## src/rtl/seq_onehot_decoder.sv

```systemverilog
// Registered N-to-2^N one-hot strobe generator with decode, scan-up,
// scan-down and hold modes behind a valid/ready select load.
module seq_onehot_decoder #(
    parameter int N           = 3,
    parameter int STEP_CYCLES = 4,
    parameter bit ACTIVE_LOW  = 1'b0
) (
    input  logic              clk,
    input  logic              rst_n,
    input  logic              en,
    input  logic [1:0]        mode,
    input  logic              in_valid,
    input  logic [N-1:0]      in_sel,
    output logic              in_ready,
    output logic [2**N-1:0]   out_onehot,
    output logic [N-1:0]      out_sel,
    output logic              out_valid,
    output logic              wrap
);

    localparam int M  = 2 ** N;
    localparam int CW = (STEP_CYCLES > 1) ? $clog2(STEP_CYCLES) : 1;

    typedef enum logic [1:0] {
        MD_DEC  = 2'b00,
        MD_UP   = 2'b01,
        MD_DN   = 2'b10,
        MD_HOLD = 2'b11
    } mode_t;

    mode_t           w_mode;
    mode_t           r_mode;
    logic [N-1:0]    r_sel;
    logic [M-1:0]    r_hot;
    logic            r_valid;
    logic            r_wrap;
    logic [CW-1:0]   r_cnt;

    logic            w_accept;
    logic            w_scan;
    logic            w_mchg;
    logic            w_last;
    logic            w_up;
    logic [N-1:0]    w_next_sel;
    logic            w_wrap_hit;
    logic            w_live;

    function automatic logic [M-1:0] dec(input logic [N-1:0] s);
        dec    = '0;
        dec[s] = 1'b1;
    endfunction

    assign w_mode     = mode_t'(mode);
    assign in_ready   = en && rst_n && (w_mode != MD_HOLD);
    assign w_accept   = in_valid && in_ready;
    assign w_scan     = (w_mode == MD_UP) || (w_mode == MD_DN);
    assign w_mchg     = (w_mode != r_mode);
    assign w_last     = (r_cnt == CW'(STEP_CYCLES - 1));
    assign w_up       = (w_mode == MD_UP);
    assign w_next_sel = w_up ? r_sel + N'(1) : r_sel - N'(1);
    assign w_wrap_hit = w_up ? (&r_sel) : ~(|r_sel);

    // en low blanks the strobes without disturbing the frozen state
    assign w_live     = en && r_valid;
    assign out_onehot = w_live ? (r_hot ^ {M{ACTIVE_LOW}}) : {M{ACTIVE_LOW}};
    assign out_sel    = r_sel;
    assign out_valid  = w_live;
    assign wrap       = en && r_wrap;

    always_ff @(posedge clk or negedge rst_n) begin
        if (!rst_n) begin
            r_mode  <= MD_DEC;
            r_sel   <= '0;
            r_hot   <= dec('0);
            r_valid <= 1'b0;
            r_wrap  <= 1'b0;
            r_cnt   <= '0;
        end else if (en) begin
            r_wrap <= 1'b0;
            r_mode <= w_mode;
            if (w_accept) begin
                r_sel   <= in_sel;
                r_hot   <= dec(in_sel);
                r_valid <= 1'b1;
                r_cnt   <= '0;
            end else if (w_scan) begin
                if (!r_valid) begin
                    r_valid <= 1'b1;
                    r_cnt   <= '0;
                end else if (w_mchg) begin
                    r_cnt <= '0;
                end else if (w_last) begin
                    r_cnt  <= '0;
                    r_sel  <= w_next_sel;
                    r_hot  <= dec(w_next_sel);
                    r_wrap <= w_wrap_hit;
                end else begin
                    r_cnt <= r_cnt + CW'(1);
                end
            end else if (w_mchg) begin
                r_cnt <= '0;
            end
        end else begin
            r_wrap <= 1'b0;
        end
    end

endmodule

```

## config.mk

```make
export PLATFORM = sky130hd
export DESIGN_NAME = seq_onehot_decoder
export DESIGN_NICKNAME = d
export VERILOG_FILES = /design/src/rtl/seq_onehot_decoder.sv
export SDC_FILE = /design/constraint.sdc
export NUM_CORES = 1
export LEC_CHECK = 0
export BUFFER_PORTS_ARGS = -buffer_cell sky130_fd_sc_hd__buf_2
export CORE_UTILIZATION = 30
export CTS_CLUSTER_SIZE = 20
export DETAILED_ROUTE_END_ITERATION = 10
export PLACE_DENSITY_LB_ADDON = 0.08
export SYNTH_ARGS = -nofsm -noshare
export SYNTH_HDL_FRONTEND = slang
export SYNTH_SLANG_ARGS = --single-unit
```

## constraint.sdc

```tcl
create_clock -name clk -period 3.81 [get_ports clk]
set_input_delay 0.1905 -clock clk [delete_from_list [all_inputs] [get_ports clk]]
set_output_delay 0.1905 -clock clk [all_outputs]
set_load 0.02 [all_outputs]
```

==> results of run 1 <==
-- cells by family (layout without fill, tap and decap cells) --
group | count (synthesis) | after routing | synth area share
XOR/XNOR | 7 | 7 | 0.0766
flip-flops | 17 | 17 | 0.390
AO/OA/AOI/OAI | 13 | 13 | 0.0811
AND/OR/NAND/NOR | 38 | 38 | 0.218
buffers and inverters | 8 | 31 | 0.0411
adder cells (fa/ha/maj) | 4 | 4 | 0.0526
multiplexers | 14 | 14 | 0.141
-- flip-flops by register name, indices dropped and copies added, names as in the netlist --
register  count
r_wrap        1
r_cnt         2
out_sel       3
r_mode        2
r_hot         8
r_valid       1
-- what timing repair did --
item,in CTS,in global routing
resized for setup,0,0
hold endpoints to repair,16,0
hold buffers,1,0
-- tightest hold or removal path, delay by kind of cell --
family	cells	cell delay, ns
AOI/OAI and AO/OA	1	0.05
buffers and inverters	1	0.14
and+or+nand+nor	1	0.06
-- per-stage QoR --
step                      utilization  setup WS [ns]
after floorplan                     -           1.69
final                           0.371           1.58
after global placement          0.361           1.66
after global routing            0.371           1.42
after CTS                       0.371           1.60
after detailed placement        0.361           1.60
-- path summary, 6_finish.rpt --
check,startpoint,end,cells past startpoint
max in group asynchronous,rst_n,r_hot[0]$_DFFE_PN1P_,2
min,in_sel[2],out_sel[2]$_DFFE_PN0P_,3
min reg2reg,r_hot[3]$_DFFE_PN0P_,r_hot[3]$_DFFE_PN0P_,1
max reg2reg,out_sel[0]$_DFFE_PN0P_,r_hot[7]$_DFFE_PN0P_,6
min in group asynchronous,rst_n,out_sel[2]$_DFFE_PN0P_,2
max,out_sel[0]$_DFFE_PN0P_,r_hot[7]$_DFFE_PN0P_,6
-- synthesized netlist by cell type --
cell                       count  share of area
sky130_fd_sc_hd__nand2_1       6          0.021
sky130_fd_sc_hd__xor2_2        2          0.030
sky130_fd_sc_hd__dfrtp_1      16           0.37
sky130_fd_sc_hd__inv_1         4          0.014
sky130_fd_sc_hd__o31a_1        1         0.0080
sky130_fd_sc_hd__clkbuf_1      2         0.0069
sky130_fd_sc_hd__or4b_1        1         0.0091
sky130_fd_sc_hd__dfstp_2       1          0.024
sky130_fd_sc_hd__nand3b_1      1         0.0069
sky130_fd_sc_hd__nor3_1        2         0.0091
sky130_fd_sc_hd__nor2_4        1          0.010
sky130_fd_sc_hd__and2_1        2          0.011
sky130_fd_sc_hd__nand4b_1      2          0.016
sky130_fd_sc_hd__nor4_1        2          0.011
sky130_fd_sc_hd__nor2_1        4          0.014
sky130_fd_sc_hd__xor2_1        1         0.0080
sky130_fd_sc_hd__nand2b_1      3          0.017
sky130_fd_sc_hd__nor3_4        1          0.015
sky130_fd_sc_hd__and4_1        1         0.0080
sky130_fd_sc_hd__o21ai_1       2         0.0091
sky130_fd_sc_hd__a21oi_1       1         0.0046
sky130_fd_sc_hd__o22ai_1       4          0.023
sky130_fd_sc_hd__xnor2_2       1          0.015
sky130_fd_sc_hd__mux2i_1       3          0.027
sky130_fd_sc_hd__o32ai_1       4          0.032
sky130_fd_sc_hd__mux2_1        8          0.082
sky130_fd_sc_hd__ha_1          3          0.034
sky130_fd_sc_hd__o21ai_0       1         0.0046
sky130_fd_sc_hd__and4b_1       1         0.0091
sky130_fd_sc_hd__or3_1         1         0.0057
sky130_fd_sc_hd__xnor2_1       3          0.024
sky130_fd_sc_hd__and3_1        8          0.046
sky130_fd_sc_hd__mux2_2        3          0.031
sky130_fd_sc_hd__buf_6         2          0.021
sky130_fd_sc_hd__nand3_1       2         0.0091
sky130_fd_sc_hd__fa_1          1          0.018
-- area by class of cell --
class,instances,share of cell area
Sequential cell,17,0.336
Timing Repair Buffer,23,0.0947
Tap cell,46,0.0454
Multi-Input combinational cell,76,0.491
Inverter,4,0.0118
Clock buffer,4,0.0207
-- placed cells by master (no fill, tap or decap), types with 2 or more instances in the layout --
cell type | synthesis | final
sky130_fd_sc_hd__buf_2 | 0 | 22
sky130_fd_sc_hd__dfrtp_1 | 16 | 16
sky130_fd_sc_hd__and3_1 | 8 | 8
sky130_fd_sc_hd__mux2_1 | 8 | 8
sky130_fd_sc_hd__nand2_1 | 6 | 6
sky130_fd_sc_hd__inv_1 | 4 | 4
sky130_fd_sc_hd__nor2_1 | 4 | 4
sky130_fd_sc_hd__o22ai_1 | 4 | 4
sky130_fd_sc_hd__o32ai_1 | 4 | 4
sky130_fd_sc_hd__mux2i_1 | 3 | 3
sky130_fd_sc_hd__nand2b_1 | 3 | 3
sky130_fd_sc_hd__xnor2_1 | 3 | 3
sky130_fd_sc_hd__mux2_2 | 3 | 3
sky130_fd_sc_hd__ha_1 | 3 | 3
sky130_fd_sc_hd__clkbuf_4 | 0 | 3
sky130_fd_sc_hd__and2_1 | 2 | 2
sky130_fd_sc_hd__nor4_1 | 2 | 2
sky130_fd_sc_hd__xor2_2 | 2 | 2
sky130_fd_sc_hd__nand4b_1 | 2 | 2
sky130_fd_sc_hd__nor3_1 | 2 | 2
sky130_fd_sc_hd__nand3_1 | 2 | 2
sky130_fd_sc_hd__o21ai_1 | 2 | 2
-- per-layer routing --
metal  vias up  track usage
met5         -            0
met4         0       0.0262
met3         2       0.0365
met2        19        0.205
met1       392        0.185
li1        411            -
-- power by group through the flow --
| stage | sequential, mW | clock [mW] | combinational [mW] |
|---|---|---|---|
| 6_report | 0.243 | 0.102 | 0.205 |
| 4_1_cts | 0.243 | 0.109 | 0.206 |
| 2_1_floorplan | 0.247 | 0 | 0.144 |
| 3_5_place_dp | 0.247 | 0 | 0.204 |
| 3_3_place_gp | 0.244 | 0 | 0.206 |
| 5_1_grt | 0.248 | 0.113 | 0.226 |
==> results.py, run 1 <==
metrics = {
    "final_layout": {
        "fin_cells": 170,
        "nets": 138,
        "final_standard_cell_area_without_fillers_um2": 1270,
        "antenna-diode-count": 0,
        "ff_latch_area_um2": 427,
        "multi_input_area_um2": 623,
        "number_of_filler_cells_placed_in_the_layout": 367,
        "post_route_cells_drive_above_1_share": 0.274,
        "flow.area_growth_from_synthesis_pct": 15.9,
    },
    "pwr": {
        "share_clk_of_total_power": 0.185,
        "cellPowerDensity_nw_per_um2": 433,
        "net-switching-power_mw": 0.203,
        "power.internal_mw": 0.346,
        "seq_power_share": 0.442,
        "combinational_cell_fraction_of_total_power": 0.373,
        "sw_frac_of_total": 0.369,
        "ir_drop_mv": 0.175,
        "power_leakage_nw": 0.620,
        "finalPower_mw": 0.549,
    },
    "die": {
        "num_rows": 21,
        "fp.dieArea_um2": 3900,
        "die_boundary_height_um": 62.4,
        "io_pins": 23,
        "start_util": 0.321,
        "coreArea_um2": 3420,
        "chipWidth_um": 62.4,
    },
    "sta": {
        "post-route-min-period_ns": 2.23,
        "slew_violations": 0,
        "peak_freq_mhz": 449,
        "setup-tns-final_ns": 0,
        "worst_hold_slack_ns": 0.172,
        "timing.max_slew.rel_slack": 0.703,
        "setup_repair_after_global_routing_missed_its_margin": "no",
        "actual_transition_at_the_worst_max_transition_pin_ns": 0.445,
        "worst_clock_skew_ns": 0.00768,
        "min_period_over_period": 0.585,
        "final-setup-viol-count": 0,
        "report.final.hold_viol_count": 0,
    },
    "worst_setup_path": {
        "kind_of_critical_path": "reg -> reg",
        "crit_path_max_incr_delay_ns": 0.48,
        "critPathMaxFanout": 8,
        "timing.critical_path.from_type": "register",
        "cp_endpoint_kind": "register",
        "reg2reg_slack_ns": 1.58,
        "crit_family": "XOR/XNOR gates",
        "cell_chain_of_the_critical_path": "inv_1, fa_1, xnor2_2, xor2_1, o22ai_1, mux2_1",
        "critical-path-slowest-cell": "sky130_fd_sc_hd__dfrtp_1",
        "cp.buffers_inverters": 1,
        "timing.critical_path.required_ns": 3.99,
        "critical_path_arrival_ns": 2.41,
    },
    "routing": {
        "vias_per_cell": 4.85,
        "totalWireLength_mm": 2.41,
        "antenna_violating_nets_post_route": 0,
        "wl_met1_mm": 1.25,
        "average_wire_per_cell_in_the_routed_design_um": 14.2,
        "1st_pass_router_iterations": 4,
        "drc": 0,
        "highest_layer": "met4",
        "dr_total_vias": 824,
        "sum_of_met3_wire_segment_lengths_after_detailed_routing_um": 95,
        "drt-initial-drc-count": 25,
        "met2WireLength_mm": 1.05,
    },
    "synth": {
        "synth_fp_nets": 114,
        "seq_area_frac_synth": 0.390,
        "yosysWarnings": 0,
        "synth_cells": 101,
        "synth-seq-cells": 17,
        "synthesis.area_um2": 1090,
        "post_synth.cell_area_avg_um2": 10.8,
        "ys_types": 36,
    },
    "placement": {
        "place_congestion": 0.793,
        "buffer_ports.inserted": 22,
        "placed_area_um2": 1230,
        "hpwl_mm": 1.78,
        "placed_cells_incl_taps": 165,
    },
    "cts": {
        "clk_path_buf_depth": 2,
        "tritoncts.num_buffers": 3,
        "root_buffer": "sky130_fd_sc_hd__clkbuf_4",
        "cts.reportedPaths.clkPinSlew_ns": 0.11,
        "postCtsSetupRepairBufs": 0,
        "clk-insertion-delay-late_ns": 0.29,
        "tritoncts": "yes",
        "clock_tree.htree_level_count": 1,
        "clock_sink_count": 17,
    },
    "global_routing": {
        "grt_first_pass_wirelength_mm": 4.02,
        "largest_net_degree_at_the_start_of_global_routing": 21,
        "leftover_overflow_at_the_end_of_global_routing": 0,
        "antenna_found_initial": 0,
        "grtUsageTotal": 0.133,
        "first_global_vias": 827,
    },
    "worst_hold_path": {
        "hold_path_class": "in -> reg",
    },
    "job": {
        "max_capacitance_violation_total": 0,
    },
    "outcome": {
        "outcome": "finished, final reports clean",
    },
}
Note: power is estimated with default switching activity, not from simulation.
==> inputs of run 2 (changes only) <==
clock period = 1.9 ns   (was 3.81 ns; I/O delays follow)
==> run 2 against run 1 <==
Maximum frequency increased by 20%. Sequential share of layout area decreased by 3.1 points. First-iteration DRC count increased by 36%. Setup slack got worse by 1.5 ns. Non-clock buffer count increased by 13.
==> results.py, run 2 (synthesized netlist as in run 1, its figures left out) <==
metrics = {
    "outcome": {
        "outcome": "finished, final reports clean",
    },
    "worst_setup_path": {
        "timing.critical_path.required_ns": 2.10,
        "crit_path_max_incr_delay_ns": 0.42,
        "critical_path_arrival_ns": 2.05,
        "timing.critical_path.from_type": "register",
        "cell_chain_of_the_critical_path": "inv_2, fa_2, xnor2_4, xor2_2, o22ai_2, mux2_1",
        "critical-path-slowest-cell": "sky130_fd_sc_hd__fa_2",
        "critPathMaxFanout": 4,
        "kind_of_critical_path": "reg -> reg",
        "cp_endpoint_kind": "register",
    },
    "die": {
        "coreArea_um2": 3420,
        "num_rows": 21,
        "start_util": 0.321,
        "die_boundary_height_um": 62.4,
        "fp.dieArea_um2": 3900,
        "chipWidth_um": 62.4,
        "io_pins": 23,
    },
    "global_routing": {
        "first_global_vias": 938,
        "largest_net_degree_at_the_start_of_global_routing": 13,
        "antenna_found_initial": 0,
        "grtUsageTotal": 0.156,
        "leftover_overflow_at_the_end_of_global_routing": 0,
        "grt_first_pass_wirelength_mm": 4.64,
    },
    "sta": {
        "peak_freq_mhz": 539,
        "timing.max_slew.rel_slack": 0.771,
        "setup-tns-final_ns": 0,
        "actual_transition_at_the_worst_max_transition_pin_ns": 0.343,
        "worst_hold_slack_ns": 0.0714,
        "post-route-min-period_ns": 1.86,
        "worst_clock_skew_ns": 0.00276,
        "final-setup-viol-count": 0,
        "slew_violations": 0,
        "report.final.hold_viol_count": 0,
        "min_period_over_period": 0.977,
    },
    "pwr": {
        "ir_drop_mv": 0.334,
        "sw_frac_of_total": 0.373,
        "power_leakage_nw": 0.691,
        "seq_power_share": 0.408,
        "combinational_cell_fraction_of_total_power": 0.416,
        "cellPowerDensity_nw_per_um2": 844,
        "power.internal_mw": 0.744,
        "net-switching-power_mw": 0.442,
        "share_clk_of_total_power": 0.176,
        "finalPower_mw": 1.19,
    },
    "cts": {
        "clock_tree.htree_level_count": 1,
        "tritoncts": "yes",
        "tritoncts.num_buffers": 3,
        "root_buffer": "sky130_fd_sc_hd__clkbuf_4",
        "cts.reportedPaths.clkPinSlew_ns": 0.11,
        "clk_path_buf_depth": 2,
        "clock_sink_count": 17,
        "postCtsSetupRepairBufs": 0,
        "clk-insertion-delay-late_ns": 0.30,
    },
    "final_layout": {
        "final_standard_cell_area_without_fillers_um2": 1410,
        "nets": 151,
        "layout_common_cells": "22 x sky130_fd_sc_hd__buf_2, 14 x sky130_fd_sc_hd__dfrtp_1, 13 x sky130_fd_sc_hd__buf_4",
        "largest_register_ff_count": 8,
        "largest_register": "r_hot",
        "final_core_utilization": 0.411,
        "flow.area_growth_from_synthesis_pct": 28.3,
        "number_of_filler_cells_placed_in_the_layout": 351,
        "final_common_cell": "sky130_fd_sc_hd__buf_2",
        "antenna-diode-count": 0,
        "post_route_cells_drive_above_1_share": 0.409,
    },
    "job": {
        "max_capacitance_violation_total": 0,
    },
    "placement": {
        "place_congestion": 0.799,
        "placed_area_um2": 1340,
        "buffer_ports.inserted": 22,
        "hpwl_mm": 2.13,
    },
    "routing": {
        "antenna_violating_nets_post_route": 0,
        "average_wire_per_cell_in_the_routed_design_um": 14.7,
        "drt-initial-drc-count": 34,
        "totalWireLength_mm": 2.68,
        "vias_per_cell": 4.86,
        "1st_pass_router_iterations": 4,
        "dr_total_vias": 889,
        "drc": 0,
    },
    "worst_hold_path": {
        "hold_path_class": "in -> reg",
    },
}
## run 2: path summary, 6_finish.rpt
check / startpoint / end / slack, ns / cells after the start
worst max-delay path: out_sel[0]$_DFFE_PN0P_ / r_hot[7]$_DFFE_PN0P_ / 0.04 / 6
worst min-delay path: in_sel[2] / out_sel[2]$_DFFE_PN0P_ / 0.07 / 3
worst max register to register: out_sel[0]$_DFFE_PN0P_ / r_hot[7]$_DFFE_PN0P_ / 0.04 / 6
worst min register to register: r_hot[7]$_DFFE_PN0P_ / r_hot[7]$_DFFE_PN0P_ / 0.50 / 1
max in group asynchronous: rst_n / out_sel[0]$_DFFE_PN0P_ / 1.44 / 3
min in group asynchronous: rst_n / r_mode[0]$_DFFE_PN0P_ / 0.25 / 3
## run 2: power groups by stage
stage	sequential [mW]	clock [mW]	combinational [mW]
6_report	0.484	0.209	0.494
5_1_grt	0.494	0.236	0.534
4_1_cts	0.483	0.223	0.482
3_5_place_dp	0.489	0	0.463
3_3_place_gp	0.485	0	0.458
2_1_floorplan	0.499	0	0.292
## run 2: stage by stage
step,std cells,worst slack [ns]
floorplan,101,0.00758
global placement,178,0.0279
detailed placement,178,0.00475
CTS,183,0.00910
global route,183,-0.0113
finish,183,0.0444
## run 2: final cells by class
class | count | area [um^2] | area share
clock buffers | 3 | 22.5 | 0.0160
clock inverters | 1 | 5.00 | 0.00356
inverters | 4 | 15.0 | 0.0107
multi-input cells | 76 | 658 | 0.468
flip-flops and latches | 17 | 429 | 0.305
well taps | 46 | 57.6 | 0.0410
repair buffers | 36 | 218 | 0.155
## run 2: critical path: cells and delay by family, from the launching register on
kind | cells | cell delay, ns
xor gates and xnor gates | 2 | 0.48
adders and majority gates | 1 | 0.42
AOI/OAI and AO/OA | 1 | 0.13
DFF | 1 | 0.38
buffers and inverters | 1 | 0.05
muxes | 1 | 0.29
## run 2: per-layer routing
metal  track usage  wire length (um)  vias to the layer above
met4        0.0698                38                        0
met5             0                 0                        -
met3        0.0219               115                        4
met2         0.236              1140                       28
met1         0.219              1390                      416
li1              -                 -                      441
## run 2: timing repair
item	4_1_cts	5_1_grt
setup endpoints to repair	1	5
pin swaps	0	0
endpoints found under the hold margin	17	0
hold buffers	1	0
resized for setup	2	3
